--- src/rtl/mem_arbiter_pkg.sv ---
`default_nettype none
// ============================================================================
//  Module      : mem_arbiter_pkg
//  Description : Shared state encodings, bus size codes and owner codes for
//                the fetch / MEM memory-bus arbiter.
//  Revision    : 1.0 - initial release
// ============================================================================
package mem_arbiter_pkg;

    // Arbiter FSM states, explicit 3-bit encoding.
    typedef enum logic [2:0] {
        ST_IDLE   = 3'd0,
        ST_I_ADDR = 3'd1,
        ST_I_DATA = 3'd2,
        ST_D_ADDR = 3'd3,
        ST_D_DATA = 3'd4
    } state_t;

    // Bus access size codes.
    localparam logic [1:0] SIZE_B = 2'd0;
    localparam logic [1:0] SIZE_H = 2'd1;
    localparam logic [1:0] SIZE_W = 2'd2;

    // Owner of the transaction currently held in the request registers.
    localparam logic OWNER_INST = 1'b0;
    localparam logic OWNER_DATA = 1'b1;

endpackage
`default_nettype wire

--- src/rtl/mem_arbiter.sv ---
`default_nettype none
// ============================================================================
//  Module      : mem_arbiter
//  Description : Shares one SRAM-like bus between instruction fetch and the
//                MEM stage. One transaction in flight, data has priority.
//                Flushed transactions still complete on the bus but their
//                result is dropped.
//  Ports       : clk, rst (sync, active-high), flush_i
//                inst_*   : fetch read request / response, streq_pc_o
//                data_*   : MEM load/store request / response, streq_mem_o
//                bus_*    : request/address/data handshake to the memory
//  Revision    : 1.0 - initial release
// ============================================================================
module mem_arbiter
    import mem_arbiter_pkg::*;
#(
    parameter int ADDR_W = 32,
    parameter int DATA_W = 32
) (
    input  logic              clk,
    input  logic              rst,
    input  logic              flush_i,

    input  logic              inst_req_i,
    input  logic [ADDR_W-1:0] inst_addr_i,
    output logic [DATA_W-1:0] inst_rdata_o,
    output logic              inst_valid_o,
    output logic              streq_pc_o,

    input  logic              data_req_i,
    input  logic              data_wr_i,
    input  logic [1:0]        data_size_i,
    input  logic [ADDR_W-1:0] data_addr_i,
    input  logic [DATA_W-1:0] data_wdata_i,
    output logic [DATA_W-1:0] data_rdata_o,
    output logic              data_valid_o,
    output logic              streq_mem_o,

    output logic              bus_req_o,
    output logic              bus_wr_o,
    output logic [1:0]        bus_size_o,
    output logic [ADDR_W-1:0] bus_addr_o,
    output logic [DATA_W-1:0] bus_wdata_o,
    input  logic              bus_addr_ok_i,
    input  logic              bus_data_ok_i,
    input  logic [DATA_W-1:0] bus_rdata_i
);

    state_t              r_state;
    logic [ADDR_W-1:0]   r_addr;
    logic [DATA_W-1:0]   r_wdata;
    logic [1:0]          r_size;
    logic                r_wr;
    logic                r_owner;
    logic                r_discard;
    logic [DATA_W-1:0]   r_inst_rdata;
    logic [DATA_W-1:0]   r_data_rdata;
    logic                r_inst_valid;
    logic                r_data_valid;

    logic                w_data_go;
    logic                w_inst_go;

    // A requester still holds its request during its own valid cycle; it
    // must not be issued a second time then.
    assign w_data_go = data_req_i & ~r_data_valid;
    assign w_inst_go = inst_req_i & ~r_inst_valid;

    always_ff @(posedge clk) begin
        if (rst) begin
            r_state      <= ST_IDLE;
            r_addr       <= '0;
            r_wdata      <= '0;
            r_size       <= 2'd0;
            r_wr         <= 1'b0;
            r_owner      <= OWNER_INST;
            r_discard    <= 1'b0;
            r_inst_rdata <= '0;
            r_data_rdata <= '0;
            r_inst_valid <= 1'b0;
            r_data_valid <= 1'b0;
        end else begin
            r_inst_valid <= 1'b0;
            r_data_valid <= 1'b0;
            case (r_state)
                ST_IDLE: begin
                    // A flushing pipeline's requests are stale; issue nothing.
                    if (!flush_i) begin
                        if (w_data_go) begin
                            r_addr  <= data_addr_i;
                            r_wdata <= data_wdata_i;
                            r_size  <= data_size_i;
                            r_wr    <= data_wr_i;
                            r_owner <= OWNER_DATA;
                            r_state <= ST_D_ADDR;
                        end else if (w_inst_go) begin
                            r_addr  <= inst_addr_i;
                            r_wdata <= '0;
                            r_size  <= SIZE_W;
                            r_wr    <= 1'b0;
                            r_owner <= OWNER_INST;
                            r_state <= ST_I_ADDR;
                        end
                    end
                end
                ST_I_ADDR, ST_D_ADDR: begin
                    // The request cannot be withdrawn, so remember to drop it.
                    if (flush_i) begin
                        r_discard <= 1'b1;
                    end
                    if (bus_addr_ok_i) begin
                        if (r_state == ST_I_ADDR) begin
                            r_state <= ST_I_DATA;
                        end else begin
                            r_state <= ST_D_DATA;
                        end
                    end
                end
                ST_I_DATA, ST_D_DATA: begin
                    if (bus_data_ok_i) begin
                        r_discard <= 1'b0;
                        r_state   <= ST_IDLE;
                        if (!(r_discard || flush_i)) begin
                            if (r_owner == OWNER_DATA) begin
                                r_data_rdata <= bus_rdata_i;
                                r_data_valid <= 1'b1;
                            end else begin
                                r_inst_rdata <= bus_rdata_i;
                                r_inst_valid <= 1'b1;
                            end
                        end
                    end else if (flush_i) begin
                        r_discard <= 1'b1;
                    end
                end
                default: begin
                    r_state <= ST_IDLE;
                end
            endcase
        end
    end

    // Bus fields come only from the latched request, so they stay stable
    // for the whole address phase regardless of requester activity.
    assign bus_req_o    = (r_state == ST_I_ADDR) || (r_state == ST_D_ADDR);
    assign bus_wr_o     = r_wr;
    assign bus_size_o   = r_size;
    assign bus_addr_o   = r_addr;
    assign bus_wdata_o  = r_wdata;

    assign inst_rdata_o = r_inst_rdata;
    assign inst_valid_o = r_inst_valid;
    assign data_rdata_o = r_data_rdata;
    assign data_valid_o = r_data_valid;

    assign streq_pc_o   = inst_req_i & ~r_inst_valid;
    assign streq_mem_o  = data_req_i & ~r_data_valid;

endmodule
`default_nettype wire

--- config.mk ---
export PLATFORM = sky130hd
export DESIGN_NAME = mem_arbiter
export DESIGN_NICKNAME = d
export VERILOG_FILES = /design/src/rtl/mem_arbiter_pkg.sv /design/src/rtl/mem_arbiter.sv
export SDC_FILE = /design/constraint.sdc
export NUM_CORES = 1
export LEC_CHECK = 0
export BUFFER_PORTS_ARGS = -buffer_cell sky130_fd_sc_hd__buf_2
export CAP_MARGIN = 20
export CELL_PAD_IN_SITES_DETAIL_PLACEMENT = 0
export CELL_PAD_IN_SITES_GLOBAL_PLACEMENT = 2
export CORE_ASPECT_RATIO = 0.6
export CORE_UTILIZATION = 23
export CTS_CLUSTER_SIZE = 30
export DETAILED_ROUTE_END_ITERATION = 7
export GPL_TIMING_DRIVEN = 1
export PLACE_DENSITY_LB_ADDON = 0.1
export SETUP_SLACK_MARGIN = 0.1
export SYNTH_ARGS = -nofsm -noshare
export SYNTH_HDL_FRONTEND = slang
export SYNTH_SLANG_ARGS = --single-unit
--- constraint.sdc ---
create_clock -name clk -period 2.5 [get_ports clk]
set_clock_uncertainty 0.2 [all_clocks]
set_input_delay 0.125 -clock clk [delete_from_list [all_inputs] [get_ports clk]]
set_output_delay 0.125 -clock clk [all_outputs]
set_load 0.01 [all_outputs]
After elaboration in Yosys (flattened, before gate mapping)

Index checks and enable logic that the tools add are counted.

Word-level logic and storage cells: 61
Input port bits: 138
Flip-flop bits (word level): 138

Equality and inequality tests: 8
Reduce and logical (&&, ||, !) cells: 12
Multiplexer cells: 21
Bitwise logic cells: 9

Operators with widths:

| cell                                                                   | number |
|---|---|
| 32-bit two-way mux                                                     | 4 |
| 3-bit two-way mux                                                      | 6 |
| 4-bit AND reduction                                                    | 3 |
| 3-bit case mux with 3 select lines                                     | 1 |
| 1-bit two-way mux                                                      | 7 |
| 1-bit NOT                                                              | 7 |
| 3-bit by 2-bit equality test with 1-bit output (second input constant) | 2 |
| 2-bit != test (second input constant)                                  | 3 |
| 2-bit two-way mux                                                      | 2 |
| 2-bit nonzero test                                                     | 2 |
| 2-bit OR reduction                                                     | 2 |
| 4-bit OR reduction                                                     | 1 |
| 3-bit by 1-bit equality test with 1-bit output (second input constant) | 1 |
| 3-bit equality test (second input constant)                            | 1 |
| 3-bit zero test                                                        | 1 |
| 3-bit != test (second input constant)                                  | 1 |
| 3-bit AND reduction                                                    | 1 |
| 1-bit AND                                                              | 2 |
| 1-bit logical OR                                                       | 2 |
| 1-bit case mux with 2 select lines                                     | 1 |

Logic depth before layout (Yosys ltp)

Word-level depth: 6
Depth in mapped cells: 8

Least setup slack after synthesis

No wires, ideal clock.

Path type: register to register
Start point: register r_state[2]
End point: register r_addr[14] (netlist: bus_addr_o[14])
Library setup time: 0.091 ns
Clock period less this slack: 1.871 ns
Setup slack: 0.629 ns
Arrival: 1.580 ns
Cell stages (with the launch flop): 8
Required time: 2.209 ns
Path through: dfxtp_1 buf_2 nor4_4 o21a_1 buf_4 buf_6 nor2_1 a311oi_1

Word-level cells in the longest chain between the ends: 2

RTL lines:

| item                          | RTL line           | source |
|---|---|---|
| start: declaration            | mem_arbiter.sv:49  | `state_t r_state;` |
| start signal: assignment      | mem_arbiter.sv:71  | `r_state <= ST_IDLE;` |
| start signal: assignment      | mem_arbiter.sv:95  | `r_state <= ST_D_ADDR;` |
| start signal: assignment      | mem_arbiter.sv:102 | `r_state <= ST_I_ADDR;` |
| 3-bit zero test               | mem_arbiter.sv:85  | `case (r_state)` |
| 3-bit AND reduction (no line) | -                  |  |
| end signal: assignment        | mem_arbiter.sv:90  | `r_addr <= data_addr_i;` |
| end signal: assignment        | mem_arbiter.sv:97  | `r_addr <= inst_addr_i;` |
| end: declaration              | mem_arbiter.sv:50  | `logic [ADDR_W-1:0] r_addr;` |

Every way passes these cells.
A chain may end at the register's enable or synchronous reset.

Worst setup path in the final report

Start point: register r_data_valid (netlist: data_valid_o)
End point: output streq_mem_o

Word-level cells in the longest chain between the ends: 2

RTL lines:

| item                     | RTL line           | source |
|---|---|---|
| start: declaration       | mem_arbiter.sv:59  | `logic r_data_valid;` |
| start signal: assignment | mem_arbiter.sv:81  | `r_data_valid <= 1'b0;` |
| start signal: assignment | mem_arbiter.sv:84  | `r_data_valid <= 1'b0;` |
| start signal: assignment | mem_arbiter.sv:126 | `r_data_valid <= 1'b1;` |
| 1-bit NOT                | mem_arbiter.sv:157 | `assign streq_mem_o = data_req_i & ~r_data_valid;` |
| 1-bit AND                | mem_arbiter.sv:157 |  |
| end: declaration         | mem_arbiter.sv:37  | `output logic streq_mem_o,` |

Every way passes these cells.

==> metrics.md <==
| Metric | Value |
|---|---|
| Cell Area, Synth | `0.005202 mm2` |
| Initial core utilization | `23.52%` |
| Startpoint Class | `flop` |
| Sink Count | `138` |
| Family with the most delay on the worst path | `buffers and inverters` |
| Worst EP required | `2170 ps` |
| TritonRoute pass-1 iters | `4` |
| Critical Path Max Stage Delay | `620 ps` |
| Antenna Cells | `0` |
| WHS | `162.3 ps` |
| Vias in the first global route | `6046` |
| Clock transition at the registers of the reported paths | `60 ps` |
| Met2 Use GR | `27.22%` |
| CP max-delay cell | `buf_4` |
| Final Cycle Share | `90.01%` |
| Die Span X | `196.2 um` |
| Routability congestion estimate | `0.7588` |
| Synth Flop Type | `dfxtp_1` |
| Drt total wl | `19860 um` |
| Slew Viols, Final | `0` |
| Setup TNS | `0 ps` |
| Design Power | `5944 uW` |
| Worst Tran Pin Value | `1000 ps` |
| Pin count of the biggest net entering global routing | `66` |
| Crit path DAT | `1930 ps` |
| Placement row count | `42` |
| Hold crit path type | `primary input to flop` |
| Clk buf depth | `2` |
| DP Area | `0.006839 mm2` |
| Storage element area | `0.002763 mm2` |
| Mapped Cells | `661` |
| Library cells used by synthesis | `30` |
| Multi-input gate area | `0.002196 mm2` |
| Die Footprint | `0.02324 mm2` |
| Placed cell count | `1198` |
| F_max | `444.4 MHz` |
| Kind of critical path | `flop to output pin` |
| EDFF count, synth | `0` |
| Sequential-to-total area share from yosys stat | `53.10%` |
| Synth warn | `0` |
| Total number of vias | `5991` |
| Cell Pwr Density | `673.6 mW/mm2` |
| Gr usage total | `17.06%` |
| Worst-skew pair later-pin latency | `420 ps` |
| Die Ht | `118.5 um` |
| Met3 GRT Util | `5.850%` |
| Total grt overflow | `0` |
| Per-cell routed wire length | `14.51 um` |
| First-pass GRT wire length | `30970 um` |
| RSZ-0062 raised after global routing | `false` |
| Buffers on Ports | `273` |
| Fill cells | `2313` |
| Final HPWL DP | `13070 um` |
| CTS Buf Count | `17` |
| Antenna violations before repair | `0` |
| Htree depth | `4` |
| Worst setup EP type | `output pin` |
| Minimum clock period | `2250 ps` |
| Syn nets | `799` |
| # setup viols final | `0` |
| Total setup buffers inserted after CTS | `0` |
| Layout cells sized above 1 | `30.28%` |
| Nets | `1185` |
| CTS tree | `done` |
| Root Buffer | `clkbuf_16` |
| Relative slew slack | `33.08%` |
| Leak | `0.003864 uW` |
| Final count of hold timing violations | `0` |
| # resized after CTS | `0` |
| Status | `finished clean` |
| # DRC | `0` |
| Via density | `4.379` |
| Max cap viols | `0` |
| Syn avg cell area | `7.871 um2` |
| Area Growth Syn to Fin | `69.62%` |
| Post-DRT Antenna Nets | `0` |
| I/O pin cnt | `274` |
| Final std cells w/o fill | `1368` |
| Gr busiest metal | `met2` |
| Fin area | `0.008825 mm2` |
| Core ar. | `0.02212 mm2` |
| Synth async-reset ratio | `0%` |
| Met1 usage | `21.33%` |
| 1st-iter DRT viols | `198` |
| Maximum vdd drop | `0.4708 mV` |
| Crit-path cells | `nand2b_1, inv_2, buf_4, buf_2` |
| Yosys reg bits | `138` |
| Critical path buffers and inverters | `3` |
| Max FO, Critical Path | `64` |
==> cells in the final DEF (no fill, tap or decap), drive strengths merged <==
cell type / n
nor2b: 1
clkbuf: 20
xor2: 2
and3: 1
dlygate4sd3: 138
clkinv: 7
clkinvlp: 2
nand3b: 2
a21oi: 102
a31oi: 1
a211oi: 4
dfxtp: 138
inv: 3
nor4b: 2
a2111oi: 1
and3b: 1
nor3: 3
o21ai: 5
bufinv: 3
o21a: 1
a311oi: 32
nand2: 230
nor2: 36
nand2b: 1
buf: 285
nor3b: 2
nand3: 35
nor4: 2
==> per-stage QoR <==
stage | setup slack [ps] | utilization, %
after floorplan | 629.2 | -
final | 249.7 | 39.89
after CTS | 205.1 | 39.89
after global routing | 127.4 | 39.89
after global placement | 507.6 | 30.91
after detailed placement | 462.7 | 30.91
==> state kept, by name, indices dropped and copies added, names as in the netlist <==
register / flops
r_state: 3
bus_addr_o: 32
inst_valid_o: 1
r_discard: 1
r_owner: 1
data_rdata_o: 32
bus_size_o: 2
inst_rdata_o: 32
bus_wr_o: 1
bus_wdata_o: 32
data_valid_o: 1
==> tightest hold or removal path, stage by stage <==
cell and delay [ps]:
buf_2 90, nor2b_1 190, o21ai_0 210, a2111oi_0 100
==> cells by family (layout without fill, tap and decap cells) <==
family | Yosys count | in the layout | synth area share, %
flops | 138 | 138 | 53.10
compound gates | 146 | 146 | 16.69
buf+inv | 59 | 458 | 4.930
simple gates | 316 | 316 | 24.94
xor+xnor | 2 | 2 | 0.3368
==> area by class of cell <==
class / count / share of cell area, %
clock buffers: 20 / 5.175
repair buffers: 423 / 32.47
clock inverters: 12 / 1.673
multi-input cells: 464 / 24.88
inverters: 3 / 0.1276
flip-flops and latches: 138 / 31.31
well taps: 308 / 4.367
==> report_power, final <==
part	switching [uW]	leakage [uW]	internal, uW
Sequential	78.4	0.00112	2320
Clock	994	0.000296	1610
Combinational	492	0.00245	443
==> routing by layer <==
layer | share of wire (%) | routed length (um)
met1 | 48 | 9538
met5 | 0 | 0
met4 | 1.4 | 269
met3 | 6.4 | 1263
met2 | 44 | 8783
==> repair_timing <==
action,4_1_cts,5_1_grt
hold buffers,138,0
endpoints found under the setup margin,0,0
hold endpoints to repair,138,0
==> worst paths after layout <==
path,slack [ps],from,cells after the start,endpoint
max,250,data_valid_o,4,streq_mem_o
min reg2reg,250,bus_wdata_o[29],2,bus_wdata_o[29]
max reg2reg,470,r_state[1],5,data_rdata_o[24]
min,160,inst_req_i,4,r_state[0]
==> cells in the mapped netlist, types with 2 or more instances <==
| cell type | instances | area [um2] |
|---|---|---|
| nand3_1 | 35 | 175.2 |
| xor2_1 | 2 | 17.52 |
| nor2_1 | 36 | 135.1 |
| nor3b_1 | 2 | 15.01 |
| nor3_1 | 3 | 15.01 |
| dfxtp_1 | 138 | 2763 |
| a21oi_1 | 102 | 510.5 |
| buf_2 | 13 | 65.06 |
| nand3b_1 | 2 | 15.01 |
| inv_1 | 2 | 7.510 |
| a311oi_1 | 32 | 280.3 |
| clkbuf_1 | 40 | 150.1 |
| a211oi_1 | 4 | 30.03 |
| buf_6 | 2 | 22.52 |
| nand2_1 | 230 | 863.3 |
| o21ai_0 | 4 | 20.02 |
(Power assumes the default switching activity.)
